### config.mk
export PLATFORM = sky130hd
export DESIGN_NAME = xor_accum_ctrl_flat
export DESIGN_NICKNAME = d
export VERILOG_FILES = /design/src/rtl/xor_accum_ctrl_pkg.sv /design/src/rtl/xor_accum_ctrl_if.sv /design/src/rtl/xor_accum_ctrl_xor.sv /design/src/rtl/xor_accum_ctrl.sv /design/src/flat_wrapper.sv
export SDC_FILE = /design/constraint.sdc
export NUM_CORES = 1
export LEC_CHECK = 0
export ABC_CLOCK_PERIOD_IN_PS = 1430
export BUFFER_PORTS_ARGS = -buffer_cell sky130_fd_sc_hd__buf_2
export CAP_MARGIN = 10
export CORE_MARGIN = 2
export CORE_UTILIZATION = 35
export DETAILED_ROUTE_END_ITERATION = 8
export GPL_ROUTABILITY_DRIVEN = 0
export PLACE_DENSITY = 0.74
export SETUP_SLACK_MARGIN = 0.02
export SLEW_MARGIN = 20
export SYNTH_ARGS = -nofsm -noshare
export SYNTH_HDL_FRONTEND = slang
export SYNTH_HIERARCHICAL = 1
export SYNTH_SLANG_ARGS = --single-unit
### constraint.sdc
create_clock -name clk -period 1.43 [get_ports clk]
set_input_delay 0.143 -clock clk [delete_from_list [all_inputs] [get_ports clk]]
set_output_delay 0.143 -clock clk [all_outputs]
set_load 0.03 [all_outputs]
### src/rtl/xor_accum_ctrl_pkg.sv
// Shared widths, limits and state encoding for the XOR accumulator controller.
// The term-count legality check lives here so any controller variant applies the same rule.
package xor_accum_ctrl_pkg;

  localparam int XAC_WIDTH     = 136;
  localparam int XAC_MAX_TERMS = 16;
  localparam int CNT_W         = 5;

  typedef logic [1:0] xac_state_t;

  localparam xac_state_t ST_IDLE = 2'd0;
  localparam xac_state_t ST_ACC  = 2'd1;
  localparam xac_state_t ST_OUT  = 2'd2;

  function automatic logic terms_legal(input logic [CNT_W-1:0] n,
                                       input logic [CNT_W-1:0] max_n);
    return (n != '0) && (n <= max_n);
  endfunction

endpackage

### src/rtl/xor_accum_ctrl_if.sv
// Job, term and result handshake bundle between a term producer/consumer and the accumulator.
// master = producer/consumer side, slave = accumulator side.
interface xor_accum_ctrl_if
  import xor_accum_ctrl_pkg::*;
#(
  parameter int WIDTH = XAC_WIDTH
);

  logic             start;
  logic [CNT_W-1:0] num_terms;
  logic             term_valid;
  logic [WIDTH-1:0] term_data;
  logic             term_ready;
  logic             out_valid;
  logic [WIDTH-1:0] out_data;
  logic             out_ready;
  logic             busy;
  logic             cfg_err;

  modport master (
    output start, num_terms, term_valid, term_data, out_ready,
    input  term_ready, out_valid, out_data, busy, cfg_err
  );

  modport slave (
    input  start, num_terms, term_valid, term_data, out_ready,
    output term_ready, out_valid, out_data, busy, cfg_err
  );

endinterface

### src/rtl/xor_accum_ctrl_xor.sv
// Carry-free GF(2) addition of two WIDTH-bit operands.
module xor_136 #(
  parameter int WIDTH = 136
) (
  input  logic [WIDTH-1:0] A,
  input  logic [WIDTH-1:0] B,
  output logic [WIDTH-1:0] C
);

  assign C = A ^ B;

endmodule

### src/rtl/xor_accum_ctrl.sv
// Folds a job of num_terms GF(2^m) partial products into one XOR sum and hands it downstream.
//
// state | meaning
// IDLE  | no job; start/num_terms sampled here
// ACC   | accepting terms until the last one of the job is taken
// OUT   | result presented until downstream accepts it
module xor_accum_ctrl
  import xor_accum_ctrl_pkg::*;
#(
  parameter int WIDTH     = XAC_WIDTH,
  parameter int MAX_TERMS = XAC_MAX_TERMS
) (
  input logic             clk,
  input logic             rst,
  xor_accum_ctrl_if.slave bus
);

  localparam logic [CNT_W-1:0] MAX_CNT = CNT_W'(MAX_TERMS);

  xac_state_t       state;
  xac_state_t       state_nxt;
  logic [WIDTH-1:0] acc;
  logic [WIDTH-1:0] acc_sum;
  logic [CNT_W-1:0] cnt;
  logic             cfg_err_q;
  logic             job_ok;
  logic             job_load;
  logic             job_bad;
  logic             term_hs;
  logic             last_term;

  assign job_ok    = terms_legal(bus.num_terms, MAX_CNT);
  assign job_load  = (state == ST_IDLE) && bus.start && job_ok;
  assign job_bad   = (state == ST_IDLE) && bus.start && !job_ok;
  assign term_hs   = (state == ST_ACC) && bus.term_valid;
  assign last_term = term_hs && (cnt == CNT_W'(1));

  xor_136 #(
    .WIDTH (WIDTH)
  ) u_xor (
    .A (acc),
    .B (bus.term_data),
    .C (acc_sum)
  );

  always_comb begin
    state_nxt = state;
    case (state)
      ST_IDLE: if (job_load)      state_nxt = ST_ACC;
      ST_ACC:  if (last_term)     state_nxt = ST_OUT;
      ST_OUT:  if (bus.out_ready) state_nxt = ST_IDLE;
      default:                    state_nxt = ST_IDLE;
    endcase
  end

  always_ff @(posedge clk) begin
    if (rst) begin
      state     <= ST_IDLE;
      acc       <= '0;
      cnt       <= '0;
      cfg_err_q <= 1'b0;
    end else begin
      state     <= state_nxt;
      cfg_err_q <= job_bad;
      if (job_load) begin
        acc <= '0;
        cnt <= bus.num_terms;
      end else if (term_hs) begin
        acc <= acc_sum;
        // floor at zero so a stray handshake can never wrap the count
        if (cnt != '0) cnt <= cnt - CNT_W'(1);
      end
    end
  end

  assign bus.term_ready = (state == ST_ACC);
  assign bus.out_valid  = (state == ST_OUT);
  assign bus.out_data   = (state == ST_OUT) ? acc : '0;
  assign bus.busy       = (state != ST_IDLE);
  assign bus.cfg_err    = cfg_err_q;

endmodule

### src/flat_wrapper.sv
// flat-port wrapper written by rule: the top's interface ports become plain ports
module xor_accum_ctrl_flat import xor_accum_ctrl_pkg::*;
#(
  parameter int WIDTH     = XAC_WIDTH,
  parameter int MAX_TERMS = XAC_MAX_TERMS
)
  (clk, rst, bus_start, bus_num_terms, bus_term_valid, bus_term_data, bus_out_ready, bus_term_ready, bus_out_valid, bus_out_data, bus_busy, bus_cfg_err);
  xor_accum_ctrl_if #(.WIDTH(WIDTH)) bus_i ();
  input logic clk;
  input logic rst;
  input wire logic [$bits(bus_i.start)-1:0] bus_start;
  input wire logic [$bits(bus_i.num_terms)-1:0] bus_num_terms;
  input wire logic [$bits(bus_i.term_valid)-1:0] bus_term_valid;
  input wire logic [$bits(bus_i.term_data)-1:0] bus_term_data;
  input wire logic [$bits(bus_i.out_ready)-1:0] bus_out_ready;
  output wire logic [$bits(bus_i.term_ready)-1:0] bus_term_ready;
  output wire logic [$bits(bus_i.out_valid)-1:0] bus_out_valid;
  output wire logic [$bits(bus_i.out_data)-1:0] bus_out_data;
  output wire logic [$bits(bus_i.busy)-1:0] bus_busy;
  output wire logic [$bits(bus_i.cfg_err)-1:0] bus_cfg_err;
  assign bus_i.start = bus_start;
  assign bus_i.num_terms = bus_num_terms;
  assign bus_i.term_valid = bus_term_valid;
  assign bus_i.term_data = bus_term_data;
  assign bus_i.out_ready = bus_out_ready;
  assign bus_term_ready = bus_i.term_ready;
  assign bus_out_valid = bus_i.out_valid;
  assign bus_out_data = bus_i.out_data;
  assign bus_busy = bus_i.busy;
  assign bus_cfg_err = bus_i.cfg_err;
  xor_accum_ctrl #(.WIDTH(WIDTH), .MAX_TERMS(MAX_TERMS)) u_core (.clk(clk), .rst(rst), .bus(bus_i));
endmodule
[After elaboration in Yosys (flattened, before gate mapping)]
Cells that the tools add are included.
Word-level totals
  register bits after elaboration: 144
  input port bits: 146
  output and inout port bits: 140
  logic and storage cells: 37
Operators by class
  $add $sub $neg: 1
  magnitude comparators: 1
  eq/ne operators: 6
  muxes and demuxes: 8
  bitwise gates (word level): 1
  reduce and logical (&&, ||, !) cells: 16
Operator list (count)
  136-bit two-way mux: 1
  136-bit bitwise XOR: 1
  5-bit two-way mux: 3
  5-bit nonzero test: 2
  1-bit logical AND: 6
  2-bit two-way mux: 3
  2-bit one-hot mux with 3 select lines: 1
  2-bit nonzero test: 3
  5-bit by 1-bit == test with 1-bit output (second input constant): 1
  5-bit less-or-equal comparator (second input constant): 1
  5-bit by 1-bit subtractor with 5-bit output (second input constant): 1
  2-bit by 1-bit != test with 1-bit output (second input constant): 2
  3-bit AND reduction: 1
  2-bit by 1-bit == test with 1-bit output (second input constant): 1
  2-bit == test (second input constant): 1
  2-bit zero test: 1
  2-bit != test (second input constant): 1
  2-bit AND reduction: 1
  2-bit OR reduction: 1
  1-bit zero test: 1

[Depth between registers and ports, before layout]
  depth after elaboration: 5
  gate-level depth with buffers: 7
  mapped depth without buffers: 6

[Hierarchy]
The synthesis kept the hierarchy.
By module, submodules not included
  xor_accum_ctrl: instances 1, cells an instance 802, area an instance 6079.6 µm², seq. area each 2882.8 µm²
  xor_136: instances 1, cells an instance 136, area an instance 1191.1 µm², seq. area each 0.0 µm²

[Worst setup path after synthesis]
Ideal clock, no wire load.
  path type: reg-to-output
  start point: reg u_core.state[1]
  end point: out bus_out_data[126]
  arrival: 1435 ps
  required time: 1287 ps
  slack: -148 ps
  stages on the path, launching flop included: 5
  path buffers: 2
  cell sequence: dfxtp_1 -> clkbuf_2 -> nor2b_1 -> clkbuf_1 -> and2_1
On the way
  longest elaborated chain between the ends: 2
RTL lines
  start, declared: RTL line xor_accum_ctrl.sv:20  | xac_state_t state;
  start signal, assigned: RTL line xor_accum_ctrl.sv:63  | state <= state_nxt;
  2-bit == test
  named net bus_out_valid: RTL line flat_wrapper.sv:17  | output wire logic [$bits(bus_i.out_valid)-1:0] bus_out_valid;
  136-bit two-way mux: RTL line xor_accum_ctrl.sv:78  | assign bus.out_data = (state == ST_OUT) ? acc : '0;
  end, declared: RTL line flat_wrapper.sv:18  | output wire logic [$bits(bus_i.out_data)-1:0] bus_out_data;
The timed path passes the listed nets, and every way through them passes these cells.

[Final worst setup path]
  start point: reg u_core.state[0]
  end point: out bus_out_data[47]
On the way
  longest elaborated chain between the ends: 2
RTL lines (RTL line)
  2-bit == test: xor_accum_ctrl.sv:78
  136-bit two-way mux: xor_accum_ctrl.sv:78
Every way passes these cells.

==> impl_results.md <==
* Clock tree buffer depth at 2
* Register area share after synthesis at 0.396
* # setup viols final at 281
* Final Hold Viols at 0
* GRT Total Usage at 0.207
* Die width at about 150 um
* Post-DR vias/cell at 4.86
* Synth Instances at 938
* Area growth syn-to-layout at 63.1%
* First-pass GRT wire length at approximately 36000 um
* Fraction of registers with async set/reset at 0
* Hold WS at 0.0181 ns
* Startpoint types: flop
* Post-route DRC at 0
* Prevailing post-synth register cell: dfxtp_1
* Post-DRT Antenna Nets at 0
* CTS buffer count at 17
* Final setup margin at -0.394 ns
* Worst VDD drop at between 700 and 800 uV
* IO Port Bufs at 285
* Final design utilization at 0.584
* Hold/Removal Path Class: input port to flop
* Fmax at 548 MHz
* Min-Delay Endpoint: u_core/acc[1]
* Half-perimeter wire length after placement at 13800 um
* Setup TNS at -74.99 ns
* Wire per inst at 16.1 um
* Final instance area at between 10000 and 15000 um^2
* DRT iter0 DRCs at 405
* Final Max Slew Viols at 0
* Final Cycle Share at 1.28
* Clock-pin slew on the worst setup and hold paths at 0.06 ns
* Pwr/cell area at 842 nW/um^2
* Root buf cell: clkbuf_16
* Violated checks: setup timing
* Rel. slew slack at 0.776
* Yosys top cell area share at 0.396
* Clock latency on the worst-skew pair at 0.41 ns
* Synth top cells by count: nand2_1, dfxtp_1, a21oi_1
* Register bit count reported by yosys at between 100 and 150
* Count leader, synth: nand2_1
* FF-to-FF End: u_core/acc[17]
* Std cell rows at 52
* Via count at ~7700
* Netlist cell types at 32
* Pre-antenna DRT Iters at 5
* CP required at 1.29 ns
* Post-synth EDFFs at 0
* Kind of critical path: flop to output pin
* Dpl cell area at 9400 um^2
* Static Leak at ~5.2 nW
* Crit path arrival time at 1.68 ns
* Worst r2r path cells at 6
* R2r setup slk at -0.32 ns
* Die Span Y at 148 um
* CTS tree: done
* Synth area leaders: dfxtp_1, xor2_1, nand2_1
* GRT overflow at 0
* Crit-path max FO at 13
* Clk sinks at 144
* Vias in the first global route at 7411
* Post-Syn Nets at 1086
* Fraction of layout cells with a size suffix above 1 at 0.392
* Max_cap viols at 0
* RSZ-0062 raised after global routing: yes
* Clk_skew at 0.00939 ns
* Largest net degree at the start of global routing at 48
* Period minus WS final at 1.82 ns
* Die footprint at ~22000 um^2
* Initial antenna violation count at 2
* Core area at between 20000 and 25000 um^2
* Post-place setup slack at -0.193 ns
* Yosys Warn Count at 6
* Worst setup EP type: output pin
* Post-Syn Area per Cell at 7.75 um^2
* Mapped Area at 7270 um^2
* Hold path start: bus_term_data[1]
* Final WL at between 20000 and 30000 um
* Worst Tran Pin Value at 0.332 ns
* # IOs at 286
* Starting density of the core at 0.358
* H-Tree Depth at 4
* Worst r2r src: u_core/state[0]
* Largest area contributor in the netlist: dfxtp_1
* Final net count at 1449
* Hold Crit Depth at 4
* Run status: finished with violations
## layout by cell type, fill, tap and decap left out, types with 5 or more instances in the layout
cell,count
nor2_1,5
nand2_1,274
a21oi_1,141
buf_2,147
buf_16,5
and2_1,9
and2_4,60
buf_12,14
xor2_1,136
buf_6,133
dfxtp_1,142
clkbuf_16,25
dlygate4sd3_1,57
buf_4,41
and2_2,68
## cell families (layout without fill, tap and decap cells)
family	Yosys count	count (layout)	share of synthesized area
flip-flops	144	144	0.396
other	0	1	0
AO/OA/AOI/OAI	152	152	0.108
buffers and inverters	67	442	0.0428
adder cells (fa/ha/maj)	2	2	0.00344
multiplexers	3	3	0.00482
AND/OR/NAND/NOR	432	432	0.278
XOR/XNOR	138	138	0.166
## where the power goes
group,switching (mW),internal (mW),total (mW)
combinational,0.903,0.892,1.79
sequential,0.119,4.14,4.26
clock,1.73,2.20,3.93
total,2.75,7.23,9.98
## what timing repair did
item | CTS | global route
buffers inserted | 5 | 2
hold endpoints to repair | 59 | 0
cloned | 5 | 8
endpoints found under the setup margin | 278 | 281
pin swaps | 2 | 5
hold buffers | 57 | 0
resized for setup | 266 | 82
## final cells by class
class / instances / area, um^2
diodes: 1 / 2.50
clock buffers: 21 / 440
clock inverters: 10 / 67.6
fillers: 1627 / 8440
inverters: 5 / 18.8
multi-input cells: 727 / 4340
flip-flops and latches: 144 / 2890
well taps: 270 / 338
repair buffers: 406 / 3760
## worst max-delay path, cell delays in order, from the launching register on
cell and delay [ns]:
dfxtp_2 0.32, buf_6 0.11, nor2b_4 0.16, buf_6 0.18, buf_12 0.15, and2_2 0.19
buf_6 0.15
## worst max path at each step
stage | slack, ns | endpoint | start
global route | -0.46 | bus_out_data[47] | u_core/state[0]
global placement | -0.19 | u_core/acc[106] | u_core/state[1]
finish | -0.39 | bus_out_data[47] | u_core/state[0]
floorplan | -0.15 | bus_out_data[126] | u_core/state[1]
detailed placement | -0.19 | u_core/acc[134] | bus_num_terms[0]
CTS | -0.39 | bus_out_data[114] | u_core/state[0]
## layer usage
| metal | share of wire | vias up | GRT usage | wire (um) |
|---|---|---|---|---|
| li1 | - | 3691 | - | - |
| met1 | 0.38 | 3583 | 0.229 | 9820 |
| met2 | 0.51 | 370 | 0.373 | 13100 |
| met3 | 0.073 | 57 | 0.0512 | 1860 |
| met4 | 0.029 | 2 | 0.0938 | 741 |
| met5 | 0.00051 | - | 0 | 13 |
## state kept, by name, indices dropped and copies added (netlist names)
| signal | flops |
|---|---|
| u_core/bus.cfg_err | 1 |
| u_core/cnt | 5 |
| u_core/state | 2 |
| u_core/acc | 136 |
## metrics by stage
step | cells | total power [mW]
2_1_floorplan | 938 | 5.07
3_3_place_gp | 1475 | 5.65
3_5_place_dp | 1475 | 5.68
4_1_cts | 1573 | 9.91
5_1_grt | 1584 | 10.4
6_report | 1584 | 9.98
(Power assumes the default switching activity.)
